File: config.mk
export PLATFORM = sky130hd
export DESIGN_NAME = ahb_lite_fabric
export DESIGN_NICKNAME = d
export VERILOG_FILES = /design/src/rtl/ahb_lite_pkg.sv /design/src/rtl/ahb_fabric_watchdog.sv /design/src/rtl/ahb_lite_fabric.sv
export SDC_FILE = /design/constraint.sdc
export NUM_CORES = 1
export LEC_CHECK = 0
export CORE_MARGIN = 10
export CORE_UTILIZATION = 33
export CTS_CLUSTER_SIZE = 24
export DETAILED_ROUTE_END_ITERATION = 8
export PLACE_DENSITY_LB_ADDON = 0.1
export REMOVE_ABC_BUFFERS = 1
export SYNTH_ARGS = -nofsm -noshare
export SYNTH_HDL_FRONTEND = slang
export SYNTH_HIERARCHICAL = 1
export SYNTH_SLANG_ARGS = --single-unit
File: constraint.sdc
create_clock -name HCLK -period 4.1 [get_ports HCLK]
set_clock_uncertainty 0.2 [all_clocks]
set_input_delay 0.82 -clock HCLK [delete_from_list [all_inputs] [get_ports HCLK]]
set_output_delay 0.82 -clock HCLK [all_outputs]
set_load 0.01 [all_outputs]
File: src/rtl/ahb_lite_pkg.sv
// Shared encodings for the AHB-Lite fabric: transfer types, responses and
// the built-in default-slave state type.
package ahb_lite_pkg;

    typedef enum logic [1:0] {
        TRANS_IDLE   = 2'b00,
        TRANS_BUSY   = 2'b01,
        TRANS_NONSEQ = 2'b10,
        TRANS_SEQ    = 2'b11
    } htrans_t;

    localparam logic [1:0] HRESP_OKAY  = 2'b00;
    localparam logic [1:0] HRESP_ERROR = 2'b01;

    typedef enum logic [1:0] {
        DS_IDLE = 2'b00,
        DS_ERR1 = 2'b01,
        DS_ERR2 = 2'b10
    } ds_state_t;

endpackage

File: src/rtl/ahb_fabric_watchdog.sv
// Counts slave wait states in the data phase and forces a two-cycle ERROR
// response when a slave stalls for TIMEOUT_CYCLES cycles.
module ahb_fabric_watchdog #(
    parameter int TIMEOUT_CYCLES = 16
) (
    input  logic       clk,
    input  logic       rst_n,
    input  logic       active,
    input  logic       slave_ready,
    input  logic       hready,
    input  logic [3:0] slave_idx,
    output logic       force_err,
    output logic       force_ready,
    output logic       irq,
    output logic [3:0] timeout_slave
);

    localparam int              CNT_W   = (TIMEOUT_CYCLES > 0) ? $clog2(TIMEOUT_CYCLES + 1) : 1;
    localparam logic [CNT_W-1:0] LIMIT  = CNT_W'(TIMEOUT_CYCLES);
    localparam bit              ENABLED = (TIMEOUT_CYCLES > 0);

    logic [CNT_W-1:0] wait_cnt;
    logic             err2;
    logic             stalled;

    assign stalled = ENABLED && active && !slave_ready;

    // A slave raising HREADYOUT in the would-be firing cycle clears stalled and wins.
    assign irq         = stalled && (wait_cnt == LIMIT) && !err2;
    assign force_err   = irq || err2;
    assign force_ready = err2;

    always_ff @(posedge clk or negedge rst_n) begin
        if (!rst_n) begin
            wait_cnt      <= '0;
            err2          <= 1'b0;
            timeout_slave <= 4'd0;
        end else begin
            err2 <= irq;
            if (hready)
                wait_cnt <= '0;
            else if (stalled && (wait_cnt != LIMIT))
                wait_cnt <= wait_cnt + CNT_W'(1);
            if (irq)
                timeout_slave <= slave_idx;
        end
    end

endmodule

File: src/rtl/ahb_lite_fabric.sv
// Single-master AHB-Lite fabric: address decode, data-phase response mux,
// built-in default slave for unmapped regions and a stall watchdog.
module ahb_lite_fabric
    import ahb_lite_pkg::*;
#(
    parameter int NO_OF_SLAVES   = 4,
    parameter int P_BITS         = 4,
    parameter int ADDR_WIDTH     = 32,
    parameter int DATA_WIDTH     = 32,
    parameter int TIMEOUT_CYCLES = 16
) (
    input  logic                               HCLK,
    input  logic                               HRESETn,
    input  logic [ADDR_WIDTH-1:0]              HADDR,
    input  logic [1:0]                         HTRANS,
    output logic [NO_OF_SLAVES-1:0]            HSEL_S,
    input  logic [NO_OF_SLAVES*DATA_WIDTH-1:0] HRDATA_S,
    input  logic [2*NO_OF_SLAVES-1:0]          HRESP_S,
    input  logic [NO_OF_SLAVES-1:0]            HREADYOUT_S,
    output logic [DATA_WIDTH-1:0]              HRDATA,
    output logic [1:0]                         HRESP,
    output logic                               HREADY,
    output logic                               timeout_irq,
    output logic [3:0]                         timeout_slave,
    output logic [15:0]                        err_count
);

    localparam logic [P_BITS-1:0] N_MAPPED       = P_BITS'(NO_OF_SLAVES);
    localparam logic [P_BITS-1:0] DEFAULT_REGION = '1;

    logic [P_BITS-1:0]     region;
    logic                  region_mapped;
    logic                  addr_active;
    logic                  unmapped_req;
    logic [P_BITS-1:0]     dsel;
    logic                  dact;
    logic                  dsel_ext;
    ds_state_t             ds_state;
    logic                  ds_ready;
    logic                  ds_err;
    logic [DATA_WIDTH-1:0] slv_rdata;
    logic [1:0]            slv_resp;
    logic                  slv_ready;
    logic                  wd_force;
    logic                  wd_ready;
    logic                  unused_addr_bits;

    assign region           = HADDR[ADDR_WIDTH-1 -: P_BITS];
    assign unused_addr_bits = ^HADDR[ADDR_WIDTH-P_BITS-1:0];
    assign region_mapped    = (region < N_MAPPED);
    assign addr_active      = (HTRANS == TRANS_NONSEQ) || (HTRANS == TRANS_SEQ);
    assign unmapped_req     = HREADY && !region_mapped && addr_active;
    assign dsel_ext         = (dsel < N_MAPPED);

    always_comb begin
        HSEL_S = '0;
        for (int i = 0; i < NO_OF_SLAVES; i++)
            if (region == P_BITS'(i))
                HSEL_S[i] = 1'b1;
    end

    always_comb begin
        slv_rdata = '0;
        slv_resp  = HRESP_OKAY;
        slv_ready = 1'b1;
        for (int i = 0; i < NO_OF_SLAVES; i++)
            if (dsel == P_BITS'(i)) begin
                slv_rdata = HRDATA_S[i*DATA_WIDTH +: DATA_WIDTH];
                slv_resp  = HRESP_S[2*i +: 2];
                slv_ready = HREADYOUT_S[i];
            end
    end

    always_comb begin
        HRDATA = '0;
        HRESP  = HRESP_OKAY;
        HREADY = 1'b1;
        if (wd_force) begin
            HRESP  = HRESP_ERROR;
            HREADY = wd_ready;
        end else if (dsel_ext) begin
            HRDATA = slv_rdata;
            HRESP  = slv_resp;
            HREADY = slv_ready;
        end else begin
            HRESP  = ds_err ? HRESP_ERROR : HRESP_OKAY;
            HREADY = ds_ready;
        end
    end

    always_ff @(posedge HCLK or negedge HRESETn) begin
        if (!HRESETn) begin
            dsel <= DEFAULT_REGION;
            dact <= 1'b0;
        end else if (HREADY) begin
            dsel <= region;
            dact <= HTRANS[1];
        end
    end

    // Default slave answers unmapped active transfers with a two-cycle ERROR.
    always_ff @(posedge HCLK or negedge HRESETn) begin
        if (!HRESETn) begin
            ds_state <= DS_IDLE;
            ds_ready <= 1'b1;
            ds_err   <= 1'b0;
        end else begin
            case (ds_state)
                DS_IDLE: if (unmapped_req) begin
                    ds_state <= DS_ERR1;
                    ds_ready <= 1'b0;
                    ds_err   <= 1'b1;
                end
                DS_ERR1: begin
                    ds_state <= DS_ERR2;
                    ds_ready <= 1'b1;
                    ds_err   <= 1'b1;
                end
                DS_ERR2: if (unmapped_req) begin
                    ds_state <= DS_ERR1;
                    ds_ready <= 1'b0;
                    ds_err   <= 1'b1;
                end else begin
                    ds_state <= DS_IDLE;
                    ds_ready <= 1'b1;
                    ds_err   <= 1'b0;
                end
                default: begin
                    ds_state <= DS_IDLE;
                    ds_ready <= 1'b1;
                    ds_err   <= 1'b0;
                end
            endcase
        end
    end

    ahb_fabric_watchdog #(
        .TIMEOUT_CYCLES(TIMEOUT_CYCLES)
    ) u_watchdog (
        .clk          (HCLK),
        .rst_n        (HRESETn),
        .active       (dsel_ext && dact),
        .slave_ready  (slv_ready),
        .hready       (HREADY),
        .slave_idx    (4'(dsel)),
        .force_err    (wd_force),
        .force_ready  (wd_ready),
        .irq          (timeout_irq),
        .timeout_slave(timeout_slave)
    );

    always_ff @(posedge HCLK or negedge HRESETn) begin
        if (!HRESETn)
            err_count <= 16'd0;
        else if (HREADY && (HRESP == HRESP_ERROR) && (err_count != 16'hFFFF))
            err_count <= err_count + 16'd1;
    end

endmodule

==> results of run 1 <==
synth_stat cells, types with 3 or more instances:
master | number | share of area (%)
and2_1 | 17 | 3.7
nand2_1 | 8 | 1.0
nor3_1 | 24 | 4.2
nor2_1 | 35 | 4.6
ha_1 | 3 | 1.3
mux4_2 | 14 | 11
nor2b_1 | 4 | 0.87
dfstp_2 | 5 | 4.6
buf_2 | 3 | 0.52
xnor2_1 | 14 | 4.3
and3_1 | 4 | 0.87
clkbuf_1 | 10 | 1.3
dfrtp_1 | 30 | 26
nand4_1 | 16 | 3.5
o22ai_1 | 21 | 4.6
mux2_2 | 26 | 10
nand2b_1 | 4 | 0.87
nand3_1 | 7 | 1.2
inv_1 | 6 | 0.79
mux2_4 | 8 | 4.2
buf_1 | 3 | 0.39
a21oi_1 | 4 | 0.70
routing by layer:
| metal | routed length [µm] | global-route usage, % |
|---|---|---|
| met5 | 0 | 0 |
| met4 | 143 | 3.64 |
| met3 | 1450 | 8.56 |
| met2 | 6450 | 33.7 |
| met1 | 4600 | 20.0 |
worst paths after layout:
check	slack [ps]	end	startpoint
max	80	HREADY	HREADYOUT_S[3]
min	270	ds_state[1]	ds_state[1]
max reg2reg	970	err_count[1]	dsel[0]
min reg2reg	270	ds_state[1]	ds_state[1]
max in group asynchronous	2620	dsel[1]	HRESETn
min in group asynchronous	730	u_watchdog/wait_cnt[3]	HRESETn
registers in the layout, indices dropped and copies added, names as in the netlist:
| signal | cells |
|---|---|
| dact | 1 |
| ds_err | 1 |
| ds_ready | 1 |
| ds_state | 2 |
| dsel | 4 |
| err_count | 16 |
| u_watchdog/force_ready | 1 |
| u_watchdog/timeout_slave | 4 |
| u_watchdog/wait_cnt | 5 |
power groups by stage:
stage / registers (W) / clock network (W) / logic [W]
after detailed placement: 0.000537 / 0 / 0.00184
final: 0.000532 / 0.000323 / 0.00173
after global placement: 0.000533 / 0 / 0.00183
after global routing: 0.000552 / 0.000346 / 0.00187
after CTS: 0.000533 / 0.000329 / 0.00173
after floorplan: 0.000626 / 0 / 0.000878
area by class of cell:
type | count | area, µm²
well taps | 105 | 131
clock inverters | 2 | 35.0
repair buffers | 220 | 2140
multi-input cells | 233 | 1870
inverters | 6 | 22.5
clock buffers | 6 | 82.6
fillers | 726 | 3180
flip-flops and latches | 35 | 882
cells by family (layout without fill, tap and decap cells):
family / count (synthesis) / after routing / share of synthesized area, %
AO/OA/AOI/OAI: 34 / 34 / 7.95
XOR/XNOR: 14 / 14 / 4.28
adder cells (fa/ha/maj): 3 / 3 / 1.31
buffers and inverters: 26 / 234 / 4.54
flip-flops: 35 / 35 / 30.8
multiplexers: 49 / 49 / 25.8
AND/OR/NAND/NOR: 133 / 133 / 25.4
stage by stage:
step	instances	utilization, %
after floorplan	274	-
after global placement	598	60.7
after detailed placement	598	60.7
after CTS	606	61.6
after global routing	607	61.9
final	607	61.9
repair_timing:
| action | CTS | global route |
|---|---|---|
| buffers inserted | 0 | 1 |
| cloned | 0 | 0 |
| hold buffers | 0 | 0 |
| endpoints found under the setup margin | 34 | 22 |
| gates resized for setup | 35 | 4 |
==> results.yml, run 1 <==
status:
  outcome: "finished clean"
timing:
  finalSetupTns_ps: 0
  hold_ws_ps: 273
  fin_ws_ps: 84.1
  timing.fmax_ghz: 0.249
  hold_viol: 0
  max_slew_margin_pct: 65.5
  drv_slew: 0
  fin_crit_sh_pct: 97.9
  finalSetupViolations: 0
  period_needed_ps: 4020
  tightest_slew_ps: 510
critical_path:
  critical_path_cell_count: 9
  critical-path-max-stage-delay_ps: 510
  r2r.worst_path.cells: 10
  required_ps: 3080
  worst-setup-path-type: "in2out"
  crit_buf_inv: 3
  worstPathArrival_ps: 3000
  crit_path_start_kind: "input port"
  cpLargestDelayFamily: "buffers and inverters"
  crit_fanout: 4
  crit_path_top_delay_cell: "mux4_2"
  worstPathCellList: "clkdlybuf4s50_1 -> mux4_2 -> nand2b_4 -> nor2b_2 -> a21o_1 -> buf_4 -> nor3_2 -> a221o_1 -> dlygate4sd2_1"
  endpoint_kind: "output port"
hold_path:
  whs_path_depth: 1
  hp-class: "reg2reg"
power_and_ir_drop:
  p_sw_w: 0.00104
  switching_share_pct: 40.4
  pwr-share-comb_pct: 66.9
  p_seq_share_pct: 20.6
  p_int_w: 0.00154
  p_total_w: 0.00258
  ir_drop_v: 0.000236
  power.density_nw_per_um2: 500
  pwr-share-clk_pct: 12.5
  p_leak_nw: 2.18
clocking:
  clockRootBuffer: "clkbuf_8"
  path_clk_slew_ps: 70
  cts_sinks: 35
  insertion_delay_ps: 290
  htree_levels: 2
  cts_made_buffers: 5
  clk_path_buf_depth: 2
  cts_tree: "built"
global_route:
  grt_max_degree: 40
  grt_pass1_vias: 3344
  grt_usage_pct: 18.9
  globalRouteOverflowTotal: 0
  antenna_found_initial: 1
  grt_pass1_wl_mm: 19.2
placement:
  gp_congestion: 0.839
  place_area_um2: 5060
  numPortBuffers: 206
  hpwlAfterDp_mm: 10.3
  dpl_worst_slack_ps: -197
synthesis:
  synth-edff-count: 0
  yosysSeqAreaShare_pct: 30.8
  synth.avg_cell_area_um2: 9.75
  ys.flop_type: "dfrtp_1"
  synthCells: 294
  async_flop_share_pct: 100
  synth_seq_cells: 35
  synthDistinctLibCells: 42
  yosys_warnings: 6
  synth_area_um2: 2870
finish:
  final_common_cell: "clkdlybuf4s50_1"
  layout_common_cells: "170 x clkdlybuf4s50_1, 35 x nor2_1, 34 x dlygate4sd2_1"
  area_growth_pct: 80.2
  fin_area_um2: 5160
  layout.nets: 680
  drive_above_1_share_pct: 16.5
  n_antenna_cell: 0
route:
  vias: 3135
  first_pass_iters: 4
  drc_errors: 0
  vias_per_cell: 5.16
  ant_nets: 0
  wl_per_cell_um: 20.8
  drt_iter0_markers: 181
  wirelength_mm: 12.6
floorplanning:
  boundaryPins: 236
  start_util_pct: 34.4
  rows: 33
  die_x_um: 113
  fp.dieH_um: 113
  die_area_um2: 12800
  core_um2: 8340
job:
  cap_violations: 0
(Power assumes the default switching activity.)
==> run 2: changes to the inputs <==
--- a/config.mk
+++ b/config.mk
@@ -10,7 +10,6 @@
 export CTS_CLUSTER_SIZE = 24
 export DETAILED_ROUTE_END_ITERATION = 8
 export PLACE_DENSITY_LB_ADDON = 0.1
-export REMOVE_ABC_BUFFERS = 1
 export SYNTH_ARGS = -nofsm -noshare
 export SYNTH_HDL_FRONTEND = slang
 export SYNTH_HIERARCHICAL = 1
==> results.yml, run 2 (synthesized netlist as in run 1, its figures left out) <==
finish:
  multiInputGateArea_um2: 1870
  layout.nets: 679
  top_regs: "err_count x16, u_watchdog/wait_cnt x5"
  n_antenna_cell: 0
  drive_above_1_share_pct: 20.2
  layout_common_cells: "170 x clkdlybuf4s50_1, 35 x nor2_1, 30 x dfrtp_1"
  largest_reg_flops: 16
  final_common_cell: "clkdlybuf4s50_1"
  regArea_um2: 882
  fillers: 703
  area_growth_pct: 76.9
  fin_util_pct: 60.8
  largest-register: "err_count"
critical_path:
  worst-setup-path-type: "in2out"
  worstPathArrival_ps: 2960
  crit_fanout: 20
  crit_buf_inv: 4
  r2r-start: "dsel[0]"
  required_ps: 3080
  worstPathCellList: "clkdlybuf4s50_1 -> mux4_2 -> nand2b_1 -> nor2b_2 -> a21o_1 -> buf_4 -> or3_1 -> buf_12 -> nor3_1 -> clkbuf_2"
  r2r_end: "err_count[1]"
  r2r_slack_ps: 1020
  endpoint_kind: "output port"
  critical-path-max-stage-delay_ps: 460
  crit_path_top_delay_cell: "clkdlybuf4s50_1"
  r2r.worst_path.cells: 10
  cpLargestDelayFamily: "buffers and inverters"
  crit_path_start_kind: "input port"
clocking:
  path_clk_slew_ps: 70
  insertion_delay_ps: 280
  cts_tree: "built"
  postCtsHoldBufs: 0
  cts_made_buffers: 5
  cts_sinks: 35
  htree_levels: 2
  clk_path_buf_depth: 2
  clockRootBuffer: "clkbuf_8"
global_route:
  grt_max_degree: 40
  antenna_found_initial: 0
  grt_pass1_wl_mm: 19.3
  globalRouteOverflowTotal: 0
  grt_usage_pct: 18.9
  grt_pass1_vias: 3278
floorplanning:
  fp.dieH_um: 113
  boundaryPins: 236
  start_util_pct: 34.4
  die_area_um2: 12800
  die_x_um: 113
  rows: 33
  core_um2: 8340
power_and_ir_drop:
  ir_drop_v: 0.000248
  power.density_nw_per_um2: 492
  p_total_w: 0.00249
  p_leak_nw: 2.15
timing:
  max_slew_margin_pct: 64.8
  fin_crit_sh_pct: 97.0
  timing.fmax_ghz: 0.251
  finalSetupViolations: 0
  hold_ws_ps: 250
  hold_viol: 0
  period_needed_ps: 3980
  rsz0062_at_grt: "false"
  tightest_slew_ps: 528
  drv_slew: 0
  finalSetupTns_ps: 0
route:
  vias_per_cell: 5.18
  wl_per_cell_um: 21.7
  ant_nets: 0
  wirelength_mm: 13.2
  vias: 3142
  drt_iter0_markers: 180
  drc_errors: 0
  first_pass_iters: 6
job:
  cap_violations: 0
placement:
  hpwlAfterDp_mm: 11.1
  gp_congestion: 0.872
  numPortBuffers: 206
synthesis:
  syn_nets: 473
status:
  outcome: "finished clean"
hold_path:
  hold_start: "ds_state[1]"
  hp-class: "reg2reg"
  holdPathEnd: "ds_state[1]"
  whs_path_depth: 1
-- run 2: cell types whose count changed in the layout (fill, tap and decap cells not counted), sizes merged --
cell           change
clkbuf            +20
clkdlybuf4s15      +1
dlymetal6s2s       +4
bufinv             -1
dlygate4sd2       -25
-- run 2: layout make-up --
class,instances,area share [%]
repair buffers,219,41.0
flip-flops and latches,35,17.4
clock inverters,1,0.0987
well taps,105,2.59
multi-input cells,233,36.8
inverters,6,0.444
clock buffers,7,1.70
-- run 2: worst reg2reg max path: stages, from the launching register on --
cell	delay, ps
dfstp_2	550
mux4_2	500
nand2b_1	180
nor2b_2	140
a21o_1	160
buf_4	120
nor3b_1	40
a221o_1	330
buf_4	260
nand3_1	170
mux2_2	350
-- run 2: power breakdown --
| part | leakage, nW | total (W) | switching (W) | internal [W] |
|---|---|---|---|---|
| registers | 0.450 | 0.000528 | 0.0000874 | 0.000441 |
| logic | 1.65 | 0.00171 | 0.000839 | 0.000873 |
| clock network | 0.0482 | 0.000251 | 0.000115 | 0.000135 |
-- run 2: how the worst max path moves through the flow --
| stage | start | to | slack, ps | cells after the start |
|---|---|---|---|---|
| 3_5_place_dp | HREADYOUT_S[3] | HRDATA[28] | -190 | 9 |
| 4_1_cts | HREADYOUT_S[3] | HRDATA[22] | 0.8 | 9 |
| 5_1_grt | HREADYOUT_S[3] | HRDATA[21] | 9 | 10 |
| 6_report | HREADYOUT_S[3] | HRDATA[28] | 120 | 10 |
| 3_3_place_gp | HREADYOUT_S[3] | HRDATA[28] | -180 | 9 |
| 2_1_floorplan | HREADYOUT_S[3] | HREADY | 500 | 7 |
-- run 2: through the flow --
step / instances / cell area, µm² / worst slack (ps)
after CTS: 606 / 5120 / 0.809
after global routing: 606 / 5070 / 8.89
after floorplan: 294 / 2870 / 496
after detailed placement: 597 / 5050 / -193
final: 606 / 5070 / 122
after global placement: 597 / 5050 / -178
-- run 2: routing by layer --
layer / vias up / GRT usage (%) / part of all wire, %
met3: 10 / 5.49 / 6.5
met5: - / 0 / 0
met4: 0 / 3.38 / 1.2
li1: 1503 / - / -
met1: 1509 / 21.1 / 37
met2: 120 / 35.1 / 56
-- run 2: what timing repair did --
item	4_1_cts	5_1_grt
resized for setup	31	70
endpoints found under the setup margin	34	27
pin swaps	1	0
buffers inserted	1	0
